==> src/rtl/fsm_multi_timed.sv <==
// fsm_multi_timed: N_CH independent three-state a/b control FSMs sharing a
// global enable. Each channel has a dwell counter that forces it back to S0
// (with a one-cycle timeout pulse) after TIMEOUT enabled cycles in S1/S2.
// st, timeout are registered; dout and any_s2 are pure decodes of st.
module fsm_multi_timed #(
    parameter int N_CH    = 2,
    parameter int TIMEOUT = 8
) (
    input  logic                  clk,
    input  logic                  rst_n,
    input  logic                  en,
    input  logic [N_CH-1:0]       a,
    input  logic [N_CH-1:0]       b,
    output logic [2*N_CH-1:0]     st,
    output logic [3*N_CH-1:0]     dout,
    output logic [N_CH-1:0]       timeout,
    output logic                  any_s2
);

    // Counter only needs to reach TIMEOUT-1; keep at least one bit so the
    // TIMEOUT=0 build still elaborates.
    localparam int CNT_W_RAW = $clog2(TIMEOUT + 1);
    localparam int CNT_W     = (CNT_W_RAW < 1) ? 1 : CNT_W_RAW;
    localparam logic [CNT_W-1:0] CNT_LAST = (TIMEOUT > 0) ? CNT_W'(TIMEOUT - 1) : '0;

    typedef enum logic [1:0] {
        S0 = 2'd0,
        S1 = 2'd1,
        S2 = 2'd2,
        S3 = 2'd3   // unreachable; behaves like S2
    } state_t;

    logic [N_CH-1:0] is_s2;

    genvar gi;
    generate
        for (gi = 0; gi < N_CH; gi++) begin : g_ch
            state_t           st_reg, st_next, ab_next;
            logic [CNT_W-1:0] cnt_reg, cnt_next;
            logic             to_reg, to_next;
            logic [2:0]       dec;

            // Input-driven transition table; "stay" is ab_next == st_reg.
            always_comb begin
                ab_next = st_reg;
                case (st_reg)
                    S0: begin
                        if (a[gi] && b[gi])       ab_next = S2;
                        else if (b[gi])           ab_next = S1;
                    end
                    S1: begin
                        if (a[gi] && b[gi])       ab_next = S2;
                        else if (a[gi])           ab_next = S0;
                    end
                    default: begin
                        if (a[gi] && !b[gi])      ab_next = S0;
                        else if (!a[gi] && b[gi]) ab_next = S1;
                    end
                endcase
            end

            // Combine input transitions with dwell counting and timeout;
            // an input transition always beats a pending timeout.
            always_comb begin
                st_next  = st_reg;
                cnt_next = cnt_reg;
                to_next  = 1'b0;
                if (en) begin
                    if (ab_next != st_reg) begin
                        st_next  = ab_next;
                        cnt_next = '0;
                    end else if (st_reg == S0) begin
                        cnt_next = '0;
                    end else if (TIMEOUT > 0 && cnt_reg == CNT_LAST) begin
                        st_next  = S0;
                        cnt_next = '0;
                        to_next  = 1'b1;
                    end else if (TIMEOUT > 0) begin
                        cnt_next = cnt_reg + 1'b1;
                    end
                end
            end

            // State, dwell counter and timeout pulse registers.
            always_ff @(posedge clk) begin
                if (!rst_n) begin
                    st_reg  <= S0;
                    cnt_reg <= '0;
                    to_reg  <= 1'b0;
                end else begin
                    st_reg  <= st_next;
                    cnt_reg <= cnt_next;
                    to_reg  <= to_next;
                end
            end

            // Output decode of the current state.
            always_comb begin
                case (st_reg)
                    S0:      dec = 3'b001;
                    S1:      dec = 3'b010;
                    default: dec = 3'b011;
                endcase
            end

            assign st[2*gi +: 2]   = st_reg;
            assign dout[3*gi +: 3] = dec;
            assign timeout[gi]     = to_reg;
            assign is_s2[gi]       = (st_reg == S2);
        end
    endgenerate

    assign any_s2 = |is_s2;

endmodule

==> config.mk <==
export PLATFORM = sky130hd
export DESIGN_NAME = fsm_multi_timed
export DESIGN_NICKNAME = d
export VERILOG_FILES = /design/src/rtl/fsm_multi_timed.sv
export SDC_FILE = /design/constraint.sdc
export NUM_CORES = 1
export LEC_CHECK = 0
export ABC_AREA = 1
export CORE_MARGIN = 3
export CORE_UTILIZATION = 50
export CTS_CLUSTER_DIAMETER = 40
export DETAILED_ROUTE_END_ITERATION = 8
export PLACE_DENSITY = 0.78
export SLEW_MARGIN = 10
export SYNTH_ARGS = -nofsm -noshare
export SYNTH_HDL_FRONTEND = slang
export SYNTH_SLANG_ARGS = --single-unit
==> constraint.sdc <==
create_clock -name clk -period 2.6 [get_ports clk]
set_clock_uncertainty 0.15 [all_clocks]
set_input_delay 0.52 -clock clk [delete_from_list [all_inputs] [get_ports clk]]
set_output_delay 0.52 -clock clk [all_outputs]
set_load 0.01 [all_outputs]
==> Word-level counts from Yosys, hierarchy flattened <==
Cells that the tools add are included.
{ "word_totals": {"ff_bits": 14, "latch_bits": 0, "ramBits": 0, "rom_bits": 0, "input_bits": 7, "out_inout_bits": 13, "word_cells": 69, "mem_count": 0} }
{ "op_classes": {"n_addsub": 2, "multipliers": 0, "div_mod_pow": 0, "n_lt_le_gt_ge": 0, "eq_ne": 10, "shifts": 0, "mux": 30, "bitwise": 2, "reduce_logical": 19} }
{ "op_table": {"columns": ["op", "count"], "rows": [
  ["two-way mux 2 bit", 18],
  ["two-way mux 4 bit", 6],
  ["case mux 2 bit (2 select lines)", 4],
  ["adder 4 x 1 -> 4 bit, second input constant", 2],
  ["== test 4 x 3 -> 1 bit, second input constant", 2],
  ["OR reduction 4 bit", 2],
  ["logical AND 1 bit", 6],
  ["AND reduction 3 bit", 2],
  ["== test 2 x 1 -> 1 bit, second input constant", 2],
  ["== test 2 bit, second input constant", 2],
  ["logical NOT 1 bit", 4],
  ["logical NOT 2 bit", 2],
  ["inequality test 2 bit", 2],
  ["inequality test 2 bit, second input constant", 2],
  ["nonzero test 2 bit", 2],
  ["two-way mux 1 bit", 2],
  ["inverter 1 bit", 2],
  ["OR reduction 2 bit", 1]
]} }

==> Logic depth before layout (Yosys ltp) <==
{ "depth": {"depth_word": 8, "mapped_depth": 10, "mapped_depth_nobuf": 10} }

==> Worst setup path after synthesis <==
OpenSTA, ideal clock, no wires.
{ "synth_timing": {"path_type": "register to output", "start": "register g_ch[0].st_reg[1]", "end": "output port any_s2", "arrival_time_ns": 0.732, "required_time_ns": 1.930, "slack_ns": 1.198, "stages_incl_launch_ff": 3, "path_buffers": 0, "path_cell_list": "dfxtp_1 > inv_2 > o22ai_1"} }
{ "synth_between": {"elab_chain_len": 2} }
{ "synth_lines": {"columns": ["item", "line", "source"], "rows": [
  ["from (decl)", "38", "state_t st_reg, st_next, ab_next;"],
  ["from (signal assigned)", "91", "st_reg <= st_next;"],
  ["== test 2 bit", "109", "assign is_s2[gi] = (st_reg == S2);"],
  ["OR reduction 2 bit", "113", "assign any_s2 = |is_s2;"],
  ["to (decl)", "17", "output logic any_s2"]
]} }
No other way between the ends.

==> Worst setup path in the final report <==
Ends and elaborated chain as after synthesis.

==> summary.md <==
| Metric | Value |
|---|---|
| Outcome | `finished, final reports clean` |
| Yosys warning count | `0` |
| Worst hold path type | `flop to flop` |
| Dpl hpwl | `1339 µm` |
| Top cell type by total area after synthesis | `dfxtp_1` |
| Tot GR Track Use | `21.03%` |
| Die H | `46.36 µm` |
| Peak VDD IR | `0.3431 mV` |
| R2R cell count | `9` |
| Initial antenna violation count | `0` |
| Skew-Pair Late Insertion Delay | `0.29 ns` |
| R2R Setup Slk | `1.13 ns` |
| Fmax | `0.4615 GHz` |
| Final wirelength | `1883 µm` |
| Synth-to-layout area growth | `24.73%` |
| Post-DR wirelength/cell | `12.15 µm` |
| Crit Path Class | `flop to primary output` |
| Psw | `0.1706 mW` |
| Design Area, Final | `0.001016 mm²` |
| # rows | `13` |
| Worst path required time | `1.93 ns` |
| Wire length on met1 | `848 µm` |
| Critical Path Source | `g_ch[0].st_reg[1]$_SDFFE_PN0P_` |
| Total grt overflow | `0` |
| Layout cells sized above 1 | `12.14%` |
| CP startpoint kind | `flop` |
| Vias | `855` |
| Yosys reg bits | `14` |
| H-Tree Depth | `1` |
| Number of global-route vias before repair | `730` |
| Met3 WL | `113 µm` |
| # diodes | `0` |
| Post-Place Worst Slack | `0.5672 ns` |
| Data arrival time of the critical path | `1.50 ns` |
| GP Congestion | `0.8358` |
| Power share of the combinational group | `26.5%` |
| Hold Vio Cnt, Final | `0` |
| Initial core utilization | `57.56%` |
| Final net count | `150` |
| Synth area leaders | `dfxtp_1, nand2_1, nand3_1` |
| Setup tns final | `0 ns` |
| Sw Ratio | `31.30%` |
| Routed Antenna Nets | `0` |
| DIE WIDTH | `46.36 µm` |
| FILL cells | `129` |
| Iter 0 DRT Violations | `41` |
| Critical path peak fanout | `5` |
| Largest register FFs | `8` |
| Clock group share of total power | `30.1%` |
| Most used flip-flop cell after synthesis | `dfxtp_1` |
| Sequential share of the synthesized area | `34.41%` |
| Via/cell ratio | `5.516` |
| Top-area cell type share of the netlist area | `34.41%` |
| Sink Count | `14` |
| First-pass DRT Iterations | `4` |
| Most frequent cells after synthesis | `nand2_1, dfxtp_1, nor2_1, nand3_1, a21oi_1` |
| Worst-path clk slew | `0.09 ns` |
| Met2 WL post-DR | `876 µm` |
| I/O Buffers | `17` |
| Cell Int Power | `0.3746 mW` |
| IO Pins | `20` |
| Most frequent cell after synthesis | `nand2_1` |
| Final Critical Period | `2.167 ns` |
| Clock Root Buffer | `clkbuf_4` |
| Hold Startpoint | `g_ch[0].cnt_reg[0]$_SDFFE_PN0P_` |
| RSZ-0062 raised after global routing | `no` |
| Setup crit end | `any_s2` |
| Post-CTS setup buffer count | `0` |
| Post-CTS sizing | `0` |
| Post-CTS Hold Buffers | `0` |
| Setup WS post-layout | `0.4331 ns` |
| Clock Path Buffers | `2` |
| Reg-to-Reg End | `g_ch[1].st_reg[0]$_SDFFE_PN0P_` |
| Synthesized area | `814.5 µm²` |
| Max cap viols | `0` |
| Endpoint class of the critical path | `primary output` |
| Largest net degree at the start of global routing | `12` |
| Drc violations | `0` |
| CTS tree | `built` |
| CTS buffer count | `3` |
| Synth unique cells | `19` |
| Dpl cell area | `979.7 µm²` |
| P_leak | `0.4348 nW` |
| Cells after synthesis | `122` |
| Cell Pwr Density | `536.7 mW/mm²` |
| Core box area | `0.001415 mm²` |
| Worst r2r src | `g_ch[1].cnt_reg[0]$_SDFFE_PN0P_` |
| Setup-failing EPs final | `0` |
| Tcrit/Tclk final | `83.34%` |
| DIE AREA | `0.002149 mm²` |
| Highest routed layer | `met4` |
| First-pass GRT wire length | `3160 µm` |
| Max-slew violations | `0` |
| EDFF count, synth | `0` |
| Sequential share of power | `43.4%` |
| Ys async rst share | `0%` |
| Syn Area/Cell | `6.676 µm²` |
| Fin util | `71.79%` |
==> layout by cell type, fill, tap and decap left out, drive strengths merged <==
cell type,n
o22ai,1
a22oi,1
ha,2
nand3,13
conb,2
a21oi,11
nand2,36
or2,1
clkdlybuf4s50,17
clkbuf,4
inv,12
o21ai,4
nor2,14
nand4,4
dfxtp,14
buf,2
nor3b,2
==> cell type report <==
class	count	area [µm²]	area share, %
tap	15	18.77	1.847
sequential	14	280.3	27.59
clock buffer	4	36.28	3.571
multi-input combinational	91	450.4	44.34
inverter	12	45.04	4.434
timing repair buffer	19	185.2	18.23
==> critical path: stages (launching register included) <==
cell	delay (ns)
dfxtp_1	0.40
inv_2	0.09
o22ai_1	0.16
clkdlybuf4s50_1	0.55
==> per-stage QoR <==
stage	power (mW)	hold slack, ns	std cells
2_1_floorplan	0.3251	0.3182	123
3_3_place_gp	0.3803	0.3373	151
3_5_place_dp	0.3830	0.3526	151
4_1_cts	0.5500	0.3663	155
5_1_grt	0.5751	0.3871	155
6_report	0.5453	0.3658	155
==> logic make-up (layout without fill, tap and decap cells) <==
kind of cell             count (synthesis)  count (layout)  synth area share [%]
flip-flops                              14              14                 34.41
buffers and inverters                   18              35                 10.75
AND/OR/NAND/NOR                         70              70                 40.40
AO/OA/AOI/OAI                           17              17                 10.91
other                                    1               2                0.4604
adder cells (fa/ha/maj)                  2               2                 3.072
==> power by group through the flow <==
stage	sequential [mW]	clock, mW	combinational, mW
after floorplan	0.242	0	0.0834
after global placement	0.241	0	0.139
after detailed placement	0.241	0	0.142
after CTS	0.236	0.169	0.144
after global routing	0.238	0.177	0.160
final	0.237	0.164	0.145
==> layer usage <==
metal	up-vias	GRT usage (%)
li1	432	-
met1	384	25.41
met2	32	33.79
met3	7	5.859
met4	0	10.23
met5	-	0
==> worst min path at each step <==
stage,to,slack (ns),cells past startpoint
5_1_grt,g_ch[0].cnt_reg[3]$_SDFFE_PN0P_,0.39,2
6_report,g_ch[0].cnt_reg[0]$_SDFFE_PN0P_,0.37,2
4_1_cts,g_ch[1].cnt_reg[0]$_SDFFE_PN0P_,0.37,2
2_1_floorplan,g_ch[0].cnt_reg[3]$_SDFFE_PN0P_,0.32,2
3_3_place_gp,g_ch[1].cnt_reg[3]$_SDFFE_PN0P_,0.34,2
3_5_place_dp,g_ch[1].cnt_reg[0]$_SDFFE_PN0P_,0.35,2
(Power assumes the default switching activity.)
